File: src/rtl/btn_debounce_pulse_pkg.sv
// Shared definitions for the push-button conditioning path: board clock,
// default debounce window and the debounce FSM state encoding.
package btn_debounce_pulse_pkg;

  localparam int unsigned CLK_HZ = 32'd50_000_000;
  localparam int unsigned DEBOUNCE_MS = 32'd10;
  localparam int unsigned DEBOUNCE_CYCLES_DEFAULT = (CLK_HZ / 32'd1000) * DEBOUNCE_MS;

  typedef enum logic [1:0] {
    IDLE_LO = 2'b00,
    CHK_HI  = 2'b01,
    IDLE_HI = 2'b10,
    CHK_LO  = 2'b11
  } state_e;

  // Debounced level implied by a state: high while accepted-pressed or qualifying a release.
  function automatic logic state_level(input state_e s);
    logic lvl;
    case (s)
      IDLE_LO: lvl = 1'b0;
      CHK_HI:  lvl = 1'b0;
      IDLE_HI: lvl = 1'b1;
      CHK_LO:  lvl = 1'b1;
      default: lvl = 1'b0;
    endcase
    return lvl;
  endfunction

endpackage

File: src/rtl/sync_2ff.sv
// Two-flop synchronizer for a single asynchronous board input.
module sync_2ff (
  input  logic clk,
  input  logic rstn,
  input  logic d,
  output logic q
);

  logic meta_q;
  logic sync_q;

  // Two-stage capture; only the second stage is safe to use downstream.
  always_ff @(posedge clk or negedge rstn) begin
    if (!rstn) begin
      meta_q <= 1'b0;
      sync_q <= 1'b0;
    end else begin
      meta_q <= d;
      sync_q <= meta_q;
    end
  end

  assign q = sync_q;

endmodule

File: src/rtl/btn_debounce_pulse.sv
// Debounces a raw push-button into a registered level plus one-cycle
// press/release strobes, all on a single clock.
module btn_debounce_pulse
  import btn_debounce_pulse_pkg::*;
#(
  parameter int unsigned DEBOUNCE_CYCLES = DEBOUNCE_CYCLES_DEFAULT,
  parameter int unsigned CNT_WIDTH       = 19
) (
  input  logic clk,
  input  logic rstn,
  input  logic btn_in,
  output logic btn_level,
  output logic btn_pulse,
  output logic btn_release_pulse
);

  localparam logic [CNT_WIDTH-1:0] CNT_LAST = CNT_WIDTH'(DEBOUNCE_CYCLES - 32'd1);
  localparam logic [CNT_WIDTH-1:0] CNT_ONE  = CNT_WIDTH'(32'd1);

  logic                 btn_sync_s;
  state_e               state_d, state_q;
  logic [CNT_WIDTH-1:0] cnt_d, cnt_q;
  logic                 btn_level_d, btn_level_q;
  logic                 btn_pulse_d, btn_pulse_q;
  logic                 btn_release_pulse_d, btn_release_pulse_q;

  sync_2ff u_sync (
    .clk  (clk),
    .rstn (rstn),
    .d    (btn_in),
    .q    (btn_sync_s)
  );

  // Next-state, counter and strobe logic; any disagreeing sample restarts qualification.
  always_comb begin
    state_d             = state_q;
    cnt_d               = cnt_q;
    btn_pulse_d         = 1'b0;
    btn_release_pulse_d = 1'b0;
    case (state_q)
      IDLE_LO: begin
        if (btn_sync_s) begin
          state_d = CHK_HI;
          cnt_d   = CNT_ONE;
        end else begin
          cnt_d   = '0;
        end
      end
      CHK_HI: begin
        if (!btn_sync_s) begin
          state_d = IDLE_LO;
          cnt_d   = '0;
        end else if (cnt_q == CNT_LAST) begin
          state_d     = IDLE_HI;
          cnt_d       = '0;
          btn_pulse_d = 1'b1;
        end else begin
          cnt_d = cnt_q + CNT_ONE;
        end
      end
      IDLE_HI: begin
        if (!btn_sync_s) begin
          state_d = CHK_LO;
          cnt_d   = CNT_ONE;
        end else begin
          cnt_d   = '0;
        end
      end
      CHK_LO: begin
        if (btn_sync_s) begin
          state_d = IDLE_HI;
          cnt_d   = '0;
        end else if (cnt_q == CNT_LAST) begin
          state_d             = IDLE_LO;
          cnt_d               = '0;
          btn_release_pulse_d = 1'b1;
        end else begin
          cnt_d = cnt_q + CNT_ONE;
        end
      end
      default: begin
        state_d = IDLE_LO;
        cnt_d   = '0;
      end
    endcase
    btn_level_d = state_level(state_d);
  end

  // State, counter and registered outputs.
  always_ff @(posedge clk or negedge rstn) begin
    if (!rstn) begin
      state_q             <= IDLE_LO;
      cnt_q               <= '0;
      btn_level_q         <= 1'b0;
      btn_pulse_q         <= 1'b0;
      btn_release_pulse_q <= 1'b0;
    end else begin
      state_q             <= state_d;
      cnt_q               <= cnt_d;
      btn_level_q         <= btn_level_d;
      btn_pulse_q         <= btn_pulse_d;
      btn_release_pulse_q <= btn_release_pulse_d;
    end
  end

  assign btn_level         = btn_level_q;
  assign btn_pulse         = btn_pulse_q;
  assign btn_release_pulse = btn_release_pulse_q;

endmodule

File: config.mk
export PLATFORM = sky130hd
export DESIGN_NAME = btn_debounce_pulse
export DESIGN_NICKNAME = d
export VERILOG_FILES = /design/src/rtl/btn_debounce_pulse_pkg.sv /design/src/rtl/sync_2ff.sv /design/src/rtl/btn_debounce_pulse.sv
export SDC_FILE = /design/constraint.sdc
export NUM_CORES = 1
export LEC_CHECK = 0
export BUFFER_PORTS_ARGS = -buffer_cell sky130_fd_sc_hd__buf_2
export CAP_MARGIN = 20
export CORE_MARGIN = 3
export CORE_UTILIZATION = 62
export CTS_BUF_LIST = sky130_fd_sc_hd__clkbuf_8
export CTS_CLUSTER_SIZE = 16
export DETAILED_ROUTE_END_ITERATION = 7
export GPL_TIMING_DRIVEN = 1
export PLACE_DENSITY_LB_ADDON = 0.25
export REMOVE_ABC_BUFFERS = 1
export SETUP_SLACK_MARGIN = 0.05
export SLEW_MARGIN = 20
export SYNTH_ARGS = -nofsm -noshare
export SYNTH_HDL_FRONTEND = slang
export SYNTH_SLANG_ARGS = --single-unit
export TNS_END_PERCENT = 5
File: constraint.sdc
create_clock -name clk -period 2.2 [get_ports clk]
set_input_delay 0.22 -clock clk [delete_from_list [all_inputs] [get_ports clk]]
set_output_delay 0.22 -clock clk [all_outputs]
set_load 0.005 [all_outputs]
==> out/results.ini <==
[logic_synthesis]
synth_top_family_by_area=simple AND/OR/NAND/NOR gates
yosys.area_share.simple_pct=24.8
seq_area_frac_synth_pct=53.4
muxShareOfSynthArea_pct=1.85
synth_xor_area_share_pct=8.62
synth_cells=115
yosys.area_share.adder_pct=1.03
synth_cell_types=33
syn_area_mm2=0.00122
ys_warn_count=0
avgSynthCellArea_um2=10.6
synth-seq-cells=26
synth_compound_area_share_pct=7.29

[worst_setup_path]
crit_type=flip-flop to flip-flop
critPathBufInv=0
crit_path_end_kind=flip-flop
slowest_delay_ns=0.59
cp_common_cell=or4_4
crit_path_max_fanout=6
crit_required_ns=2.40
cpMaxStageDelayCell=or4_4
path_cells=ha_1, nand4_2, or4_4, or4_4, a21oi_2
crit_arrival_ns=2.26
path_delay_family=simple AND/OR/NAND/NOR gates
start_kind=flip-flop

[placement]
port_buffers=5
globalplace.congestion=0.919
dpl.hpwl_um=1600
placed_area_mm2=0.00128

[pwr]
max-vdd-ir-drop_mv=0.466
power_density_mw_per_mm2=607
p_leak_nw=0.556

[sta]
setup_violations=0
whs_ns=0.0618
min_period_over_period_pct=93.6
fin_tns_setup_ns=0
rsz0062_at_grt=false
hold_viol=0
fin_skew_ns=0.00341
slew_viol_final=0
post-route-min-period_ns=2.06
tightest_slew_ns=0.559
max_slew_margin_pct=62.2
fmax_mhz=486

[drt]
drt_pass1_iterations=4
routed_wl_um=2310
avgRoutedWirePerCell_um=15.5
drc=0
vias=899
drt_iter0_drc=26
ant_nets=0
via_per_inst=6.03

[die]
std_cell_rows=15
die-height_um=50.3
die_area_mm2=0.00253
fp.coreArea_mm2=0.00178
die_w_um=50.3
ios=6
initial_core_util_pct=68.4

[cts]
htreeDepth=1
cts_buffers=3
path_clk_slew_ns=0.08
cts-root-buf=clkbuf_8
clockBufferDepth=2
postCtsSetupBuffers=0
tritoncts=yes
insertion_delay_ns=0.27
cts_num_sinks=26

[global_routing]
grt_pass1_vias=898
grt_overflow=0
grt_pass1_wl_um=3960
grt_max_degree=27
gr-usage-all-layers_pct=21.1
antenna_found_initial=0

[layout]
layout_common_cells=26 x dfrtp_1, 13 x nor2_1
nets=129
mostFrequentLayoutCell=dfrtp_1
n_antenna_cell=0
drive_gt1_share_pct=17.7
finalInstanceArea_mm2=0.00135
area_delta_synth_final_pct=10.7

[run_status]
status=finished, final reports clean

[hold_path]
worstHoldPathType=input port to flip-flop

[job]
drv_cap=0

[logic make-up (layout without fill, tap and decap cells)]
family	Yosys count	count (layout)
and+or+nand+nor	52	52
DFF	26	26
adders and majority gates	1	1
xor gates and xnor gates	12	12
buffers and inverters	8	17
AOI/OAI and AO/OA	14	14
muxes	2	2
[cell usage after synthesis]
master	instances	area, µm²
a211oi_1	1	7.51
a21oi_1	5	25.0
a21oi_2	1	8.76
a311o_1	1	10.0
and3_1	1	6.26
and3b_1	2	17.5
and4_1	1	8.76
and4_2	1	10.0
buf_2	2	10.0
buf_4	1	7.51
clkbuf_1	1	3.75
dfrtp_1	26	651
ha_1	1	12.5
inv_1	4	15.0
mux2_2	2	22.5
nand2_1	6	22.5
nand3_1	6	30.0
nand4_1	5	31.3
nand4_2	1	12.5
nor2_1	13	48.8
nor3_1	3	15.0
nor4_1	2	12.5
nor4b_1	1	8.76
o21ai_0	3	15.0
o31ai_1	3	22.5
or2_1	1	6.26
or2_2	1	6.26
or3_1	3	18.8
or4_1	2	15.0
or4_4	2	22.5
or4b_1	1	10.0
xnor2_1	6	52.6
xor2_1	6	52.6
[timing repair]
action / in CTS / in global routing
gates resized for setup: 0 / 2
hold buffers: 1 / 0
endpoints found under the hold margin: 26 / 0
setup endpoints to repair: 0 / 15
[registers in the layout, summed over array words and instances, names as in the netlist]
| name | flops |
|---|---|
| u_sync.q | 1 |
| state_q | 2 |
| btn_pulse | 1 |
| cnt_q | 19 |
| btn_level | 1 |
| btn_release_pulse | 1 |
| u_sync.meta_q | 1 |
[report_power, final]
group	switching (W)	internal (W)	total [W]	leakage [nW]
logic	0.0000204	0.0000110	0.0000313	0.173
clock network	0.000141	0.000160	0.000301	0.0288
registers	0.00000485	0.000483	0.000487	0.354
total	0.000166	0.000653	0.000819	0.556
[stage by stage]
stage	util (%)	instances	setup WS, ns	total power, W
after floorplan	-	111	0.284	0.000507
after global placement	71.6	144	0.218	0.000525
after detailed placement	71.6	144	0.0855	0.000527
after CTS	75.2	149	0.0846	0.000826
after global routing	75.6	149	0.0536	0.000848
final	75.6	149	0.141	0.000819
[area by class of cell]
type                    count  area (µm²)
flip-flops and latches     26         651
multi-input cells          81         539
fillers                   116         434
repair buffers              9        57.6
clock buffers               4        55.1
well taps                  25        31.3
inverters                   4        15.0
[per-layer routing]
| metal | up-vias | track usage [%] | wire, µm |
|---|---|---|---|
| met5 | - | 0 | 0 |
| met4 | 0 | 13.0 | 61 |
| met3 | 7 | 4.15 | 103 |
| met2 | 29 | 33.0 | 1140 |
| met1 | 436 | 26.9 | 1010 |
| li1 | 427 | - | - |
[path summary, 6_finish.rpt]
| check | cells after the start | end | startpoint | slack [ns] |
|---|---|---|---|---|
| max reg2reg | 5 | cnt_q[18] | cnt_q[1] | 0.14 |
| max | 5 | cnt_q[18] | cnt_q[1] | 0.14 |
| min | 1 | u_sync.meta_q | btn_in | 0.06 |
| min reg2reg | 0 | u_sync.q | u_sync.meta_q | 0.37 |
| max in group asynchronous | 2 | btn_pulse | rstn | 1.35 |
| min in group asynchronous | 2 | cnt_q[17] | rstn | 0.47 |
No activity file was read; power rests on OpenSTA's default activity.
